<file path="config.mk">
export PLATFORM = sky130hd
export DESIGN_NAME = bcd_stopwatch4
export DESIGN_NICKNAME = d
export VERILOG_FILES = /design/src/rtl/bcd_stopwatch4_pkg.sv /design/src/rtl/bcd_stopwatch4_digit.sv /design/src/rtl/bcd_stopwatch4.sv
export SDC_FILE = /design/constraint.sdc
export NUM_CORES = 1
export LEC_CHECK = 0
export ABC_AREA = 1
export CORE_UTILIZATION = 23
export DETAILED_ROUTE_END_ITERATION = 8
export DONT_BUFFER_PORTS = 1
export PLACE_DENSITY = 0.42
export SLEW_MARGIN = 30
export SYNTH_ARGS = -nofsm -noshare
export SYNTH_HDL_FRONTEND = slang
export SYNTH_SLANG_ARGS = --single-unit
</file>
<file path="constraint.sdc">
create_clock -name CLK -period 2 [get_ports CLK]
set_input_delay 0.4 -clock CLK [delete_from_list [all_inputs] [get_ports CLK]]
set_output_delay 0.4 -clock CLK [all_outputs]
set_load 0.03 [all_outputs]
</file>
<file path="src/rtl/bcd_stopwatch4_pkg.sv">
// Shared state encoding, digit limits and the BCD digit step used by the stopwatch.
package bcd_stopwatch4_pkg;

   typedef enum logic [1:0] {
      IDLE  = 2'd0,
      RUN   = 2'd1,
      PAUSE = 2'd2
   } state_t;

   localparam logic [3:0] DIG_MAX_9 = 4'd9;
   localparam logic [3:0] DIG_MAX_5 = 4'd5;

   // Any value at or above the limit rolls to 0, so a digit can never leave BCD range.
   function automatic logic [3:0] bcd_step(input logic [3:0] q, input logic [3:0] maxv);
      return (q >= maxv) ? 4'd0 : q + 4'd1;
   endfunction

endpackage

</file>
<file path="src/rtl/bcd_stopwatch4_digit.sv">
// One BCD digit of the time cascade; carry is combinational so a whole chain ripples in one tick.
module bcd_stopwatch4_digit
   import bcd_stopwatch4_pkg::*;
#(
   parameter logic [3:0] MAXV = DIG_MAX_9
) (
   input  logic       CLK,
   input  logic       RST,
   input  logic       clr,
   input  logic       inc,
   output logic [3:0] q,
   output logic       carry
);

   assign carry = inc && (q >= MAXV);

   always_ff @(posedge CLK) begin
      if (RST || clr) begin
         q <= 4'd0;
      end else if (inc) begin
         q <= bcd_step(q, MAXV);
      end
   end

endmodule

</file>
<file path="src/rtl/bcd_stopwatch4.sv">
// MM:SS stopwatch producing packed BCD {M1,M0,S1,S0} for the 4-digit display driver.
module bcd_stopwatch4
   import bcd_stopwatch4_pkg::*;
#(
   parameter int unsigned TICK_DIV = 50_000_000
) (
   input  logic        CLK,
   input  logic        RST,
   input  logic        startstop,
   input  logic        clear,
   input  logic        lap,
   output logic [15:0] displaydata,
   output logic        running,
   output logic        overflow
);

   localparam int unsigned    PW         = (TICK_DIV > 1) ? $clog2(TICK_DIV) : 1;
   localparam logic [PW-1:0]  PRESC_LAST = PW'(TICK_DIV - 1);

   state_t        state;
   logic          ss_prev, clr_prev, lap_prev;
   logic          ss_p, clr_p, lap_p;
   logic          do_clr, tick;
   logic [PW-1:0] presc;
   logic          hold;
   logic [15:0]   lap_reg;
   logic [15:0]   live;
   logic [3:0]    s0, s1, m0, m1;
   logic          c0, c1, c2, c3;

   always_ff @(posedge CLK) begin
      if (RST) begin
         ss_prev  <= 1'b0;
         clr_prev <= 1'b0;
         lap_prev <= 1'b0;
      end else begin
         ss_prev  <= startstop;
         clr_prev <= clear;
         lap_prev <= lap;
      end
   end

   assign ss_p   = startstop & ~ss_prev;
   assign clr_p  = clear & ~clr_prev;
   assign lap_p  = lap & ~lap_prev;
   assign do_clr = clr_p && (state != RUN);
   assign tick   = (state == RUN) && (presc == PRESC_LAST);
   assign live   = {m1, m0, s1, s0};

   // Clear takes priority over startstop outside RUN; leaving RUN always drops the lap hold.
   always_ff @(posedge CLK) begin
      if (RST) begin
         state   <= IDLE;
         running <= 1'b0;
         hold    <= 1'b0;
         lap_reg <= 16'h0000;
      end else begin
         unique case (state)
            IDLE: begin
               if (clr_p) begin
                  hold <= 1'b0;
               end else if (ss_p) begin
                  state   <= RUN;
                  running <= 1'b1;
               end
            end
            RUN: begin
               if (ss_p) begin
                  state   <= PAUSE;
                  running <= 1'b0;
                  hold    <= 1'b0;
               end else if (lap_p) begin
                  if (hold) begin
                     hold <= 1'b0;
                  end else begin
                     hold    <= 1'b1;
                     lap_reg <= live;
                  end
               end
            end
            PAUSE: begin
               if (clr_p) begin
                  state <= IDLE;
                  hold  <= 1'b0;
               end else if (ss_p) begin
                  state   <= RUN;
                  running <= 1'b1;
               end
            end
            default: begin
               state   <= IDLE;
               running <= 1'b0;
               hold    <= 1'b0;
            end
         endcase
      end
   end

   // Prescaler only advances in RUN, so a pause resumes mid-second.
   always_ff @(posedge CLK) begin
      if (RST || do_clr) begin
         presc <= '0;
      end else if (state == RUN) begin
         presc <= (presc == PRESC_LAST) ? '0 : presc + 1'b1;
      end
   end

   bcd_stopwatch4_digit #(.MAXV(DIG_MAX_9)) u_s0 (.CLK(CLK), .RST(RST), .clr(do_clr), .inc(tick), .q(s0), .carry(c0));
   bcd_stopwatch4_digit #(.MAXV(DIG_MAX_5)) u_s1 (.CLK(CLK), .RST(RST), .clr(do_clr), .inc(c0),   .q(s1), .carry(c1));
   bcd_stopwatch4_digit #(.MAXV(DIG_MAX_9)) u_m0 (.CLK(CLK), .RST(RST), .clr(do_clr), .inc(c1),   .q(m0), .carry(c2));
   bcd_stopwatch4_digit #(.MAXV(DIG_MAX_5)) u_m1 (.CLK(CLK), .RST(RST), .clr(do_clr), .inc(c2),   .q(m1), .carry(c3));

   always_ff @(posedge CLK) begin
      if (RST || do_clr) begin
         overflow <= 1'b0;
      end else if (c3) begin
         overflow <= 1'b1;
      end
   end

   always_ff @(posedge CLK) begin
      if (RST) begin
         displaydata <= 16'h0000;
      end else begin
         displaydata <= hold ? lap_reg : live;
      end
   end

endmodule

</file>
==> impl_metrics.ini <==
[status]
outcome = complete, no violations

[clock_tree]
cts-root-buf = clkbuf_16
cts_buffers = 9
cts_max_path_buffers = 2
clk-insertion-delay-late_ns = 0.36
postCtsSetupBuffers = 0
post_cts_resized = 0
ctsHoldBuffers = 0
clk_pin_slew_ns = 0.06
htreeDepth = 3
cts.sinks = 82
cts_tree = done

[cells_and_area]
nets = 601
area_growth_pct = 14.7
final_common_cell = nand2_1
fillers = 1903
drive_above_1_share_pct = 10.0
largest_reg_flops = 26
final_cell_mix = nand2_1 (114), nor2_1 (102), dfxtp_1 (82)
diodes = 0
final_cells = 813

[die]
num_rows = 48
ios = 23
core_sq_mm = 0.0172
die-area_sq_mm = 0.0181
initial_utilization_pct = 23.5
dieHeight_um = 135
die_w_um = 135

[route]
drc = 0
routed_via_density = 4.31
highest_layer = met4
drtIter0Drc = 197
route.met2.wl_mm = 4.33
dr_wl_met3_um = 381
dr_total_vias = 3504
m1WireLength_mm = 4.92
wl_per_cell_um = 12.1
wirelength_mm = 9.82
drt-pass1-iter-count = 4
detail-route-antenna-nets = 0

[worst_setup_path]
worstPathCellList = ha_1, inv_1, nor2_1, nand2_1, nor2_4, nand2_2, nand2_2, buf_4, o22ai_1
slowest_delay_ns = 0.38
crit-reg2reg-capture = u_s0.q[1]
crit_path_max_fanout = 8
start_kind = flip-flop
cp.required_ns = 2.23
ff2ff_setup_slack_ns = 0.30
endpoint_kind = flip-flop
r2r_cells = 9
worstPathArrival_ns = 1.94
worst_path_max_delay_cell = dfxtp_1
worstReg2RegStart = presc[0]
critical_path_class = reg -> reg
worst_path_most_repeated_cell = nand2_2

[synth]
synth-seq-area-share_pct = 40.6
synth_flop_cell = dfxtp_1
netlist_area_sq_mm = 0.00405
synth_nets = 594
synth_seq_cells = 82
synth_cell_types = 37
ys_async_sr_fraction_pct = 0
synth_area_per_cell_sq_um = 7.03
synth-edff-count = 0
yosysWarnings = 0
postSynthCellCount = 576

[placement]
portBuffers = 0
hpwl_mm = 7.28
place_congestion = 0.758
placed_cells = 797

[global_routing]
overflow = 0
grt_pass1_vias = 3369
grt_start_max_net_pins = 34
grt_usage_pct = 12.0
grt_pass1_wl_mm = 16.9
antenna_found_initial = 0

[timing]
slew_headroom_pct = 63.7
setup_viol = 0
fin_crit_sh_pct = 85.2
maxSlewViolCount = 0
hold_viol = 0
rsz0062_at_grt = false
tightestPinTransition_ns = 0.542
period_needed_ns = 1.70
clock_skew_ns = 0.0108
fmax_ghz = 0.587
finalSetupTns_ns = 0

[hold_path]
hp-start = RST
min_to = clr_prev
min_path_type = in -> reg
hold_depth = 1

[pwr]
power.leakage_nw = 1.71
vdd_ir_drop_max_uv = 441
power_density_mw_per_mm2 = 777

[run]
max-cap-violations = 0
[layout make-up]
type                            instances  area (sq um)  area share, %
Timing Repair Buffer                    9          67.6           1.46
Sequential cell                        82          1640           35.4
Clock inverter                          6          71.3           1.54
Tap cell                              225           282           6.06
Clock buffer                           10           239           5.15
Inverter                               78           293           6.31
Multi-Input combinational cell        403          2050           44.1
[cell families after synthesis]
logic type / Yosys count / share of synthesized area [%]
adders and majority gates: 13 / 4.02
DFF: 82 / 40.6
AOI/OAI and AO/OA: 79 / 10.5
buffers and inverters: 91 / 8.84
and+or+nand+nor: 303 / 34.3
xor gates and xnor gates: 8 / 1.73
[worst max-delay path, delay by kind of cell, from the launching register on]
kind                       cells  cell delay (ns)
AOI/OAI and AO/OA              1             0.08
buffers and inverters          2             0.28
and+or+nand+nor                5             0.61
adders and majority gates      1             0.23
DFF                            1             0.38
[cells in the mapped netlist, types with 2 or more instances]
cell / number / area [sq um]
nor2_1: 102 / 383
o21a_1: 3 / 22.5
xor2_1: 6 / 52.6
xnor2_1: 2 / 17.5
clkbuf_1: 10 / 37.5
nor3_1: 12 / 60.1
nand4_1: 10 / 62.6
nor2_4: 6 / 67.6
a221oi_1: 3 / 26.3
nor2_2: 4 / 25.0
buf_6: 2 / 22.5
nand3_1: 37 / 185
inv_1: 68 / 255
ha_1: 13 / 163
dfxtp_1: 82 / 1640
nand3_2: 2 / 20.0
inv_2: 9 / 33.8
nor3_2: 2 / 20.0
o21ai_0: 24 / 120
nor3b_1: 2 / 15.0
nand2_2: 5 / 31.3
a21oi_1: 39 / 195
nand2_1: 114 / 428
o21ai_1: 6 / 30.0
[per-stage QoR]
stage / power [mW] / area [sq um] / setup slack, ns / util, % / hold slack, ns
finish: 3.61 / 4640 / 0.296 / 26.9 / 0.112
global route: 3.74 / 4640 / 0.0416 / 26.9 / 0.0996
CTS: 3.66 / 4640 / 0.279 / 26.9 / 0.0978
detailed placement: 1.87 / 4330 / 0.294 / 25.1 / 0.438
global placement: 1.87 / 4330 / 0.325 / 25.1 / 0.433
floorplan: 1.84 / 4050 / 0.389 / - / 0.426
[routing by layer]
layer / GRT usage [%] / vias up
met4: 4.68 / 0
met3: 3.42 / 12
li1: - / 1856
met5: 0 / -
met1: 15.4 / 1584
met2: 18.7 / 52
[worst max-delay path by stage]
stage               startpoint   endpoint  cells after the start
floorplan            u_s0.q[0]  u_m1.q[1]                      8
global placement     u_s0.q[0]  u_m0.q[1]                      7
detailed placement    presc[0]  presc[24]                     10
CTS                   presc[0]  presc[22]                     10
global route          presc[0]  presc[11]                     10
finish                presc[0]  u_s0.q[1]                      9
[where the power goes]
group | switching [mW] | total, mW | internal, mW
combinational | 0.104 | 0.149 | 0.0450
clock | 0.760 | 1.78 | 1.02
sequential | 0.0246 | 1.68 | 1.66
total | 0.888 | 3.61 | 2.72
Note: power is estimated with default switching activity, not from simulation.
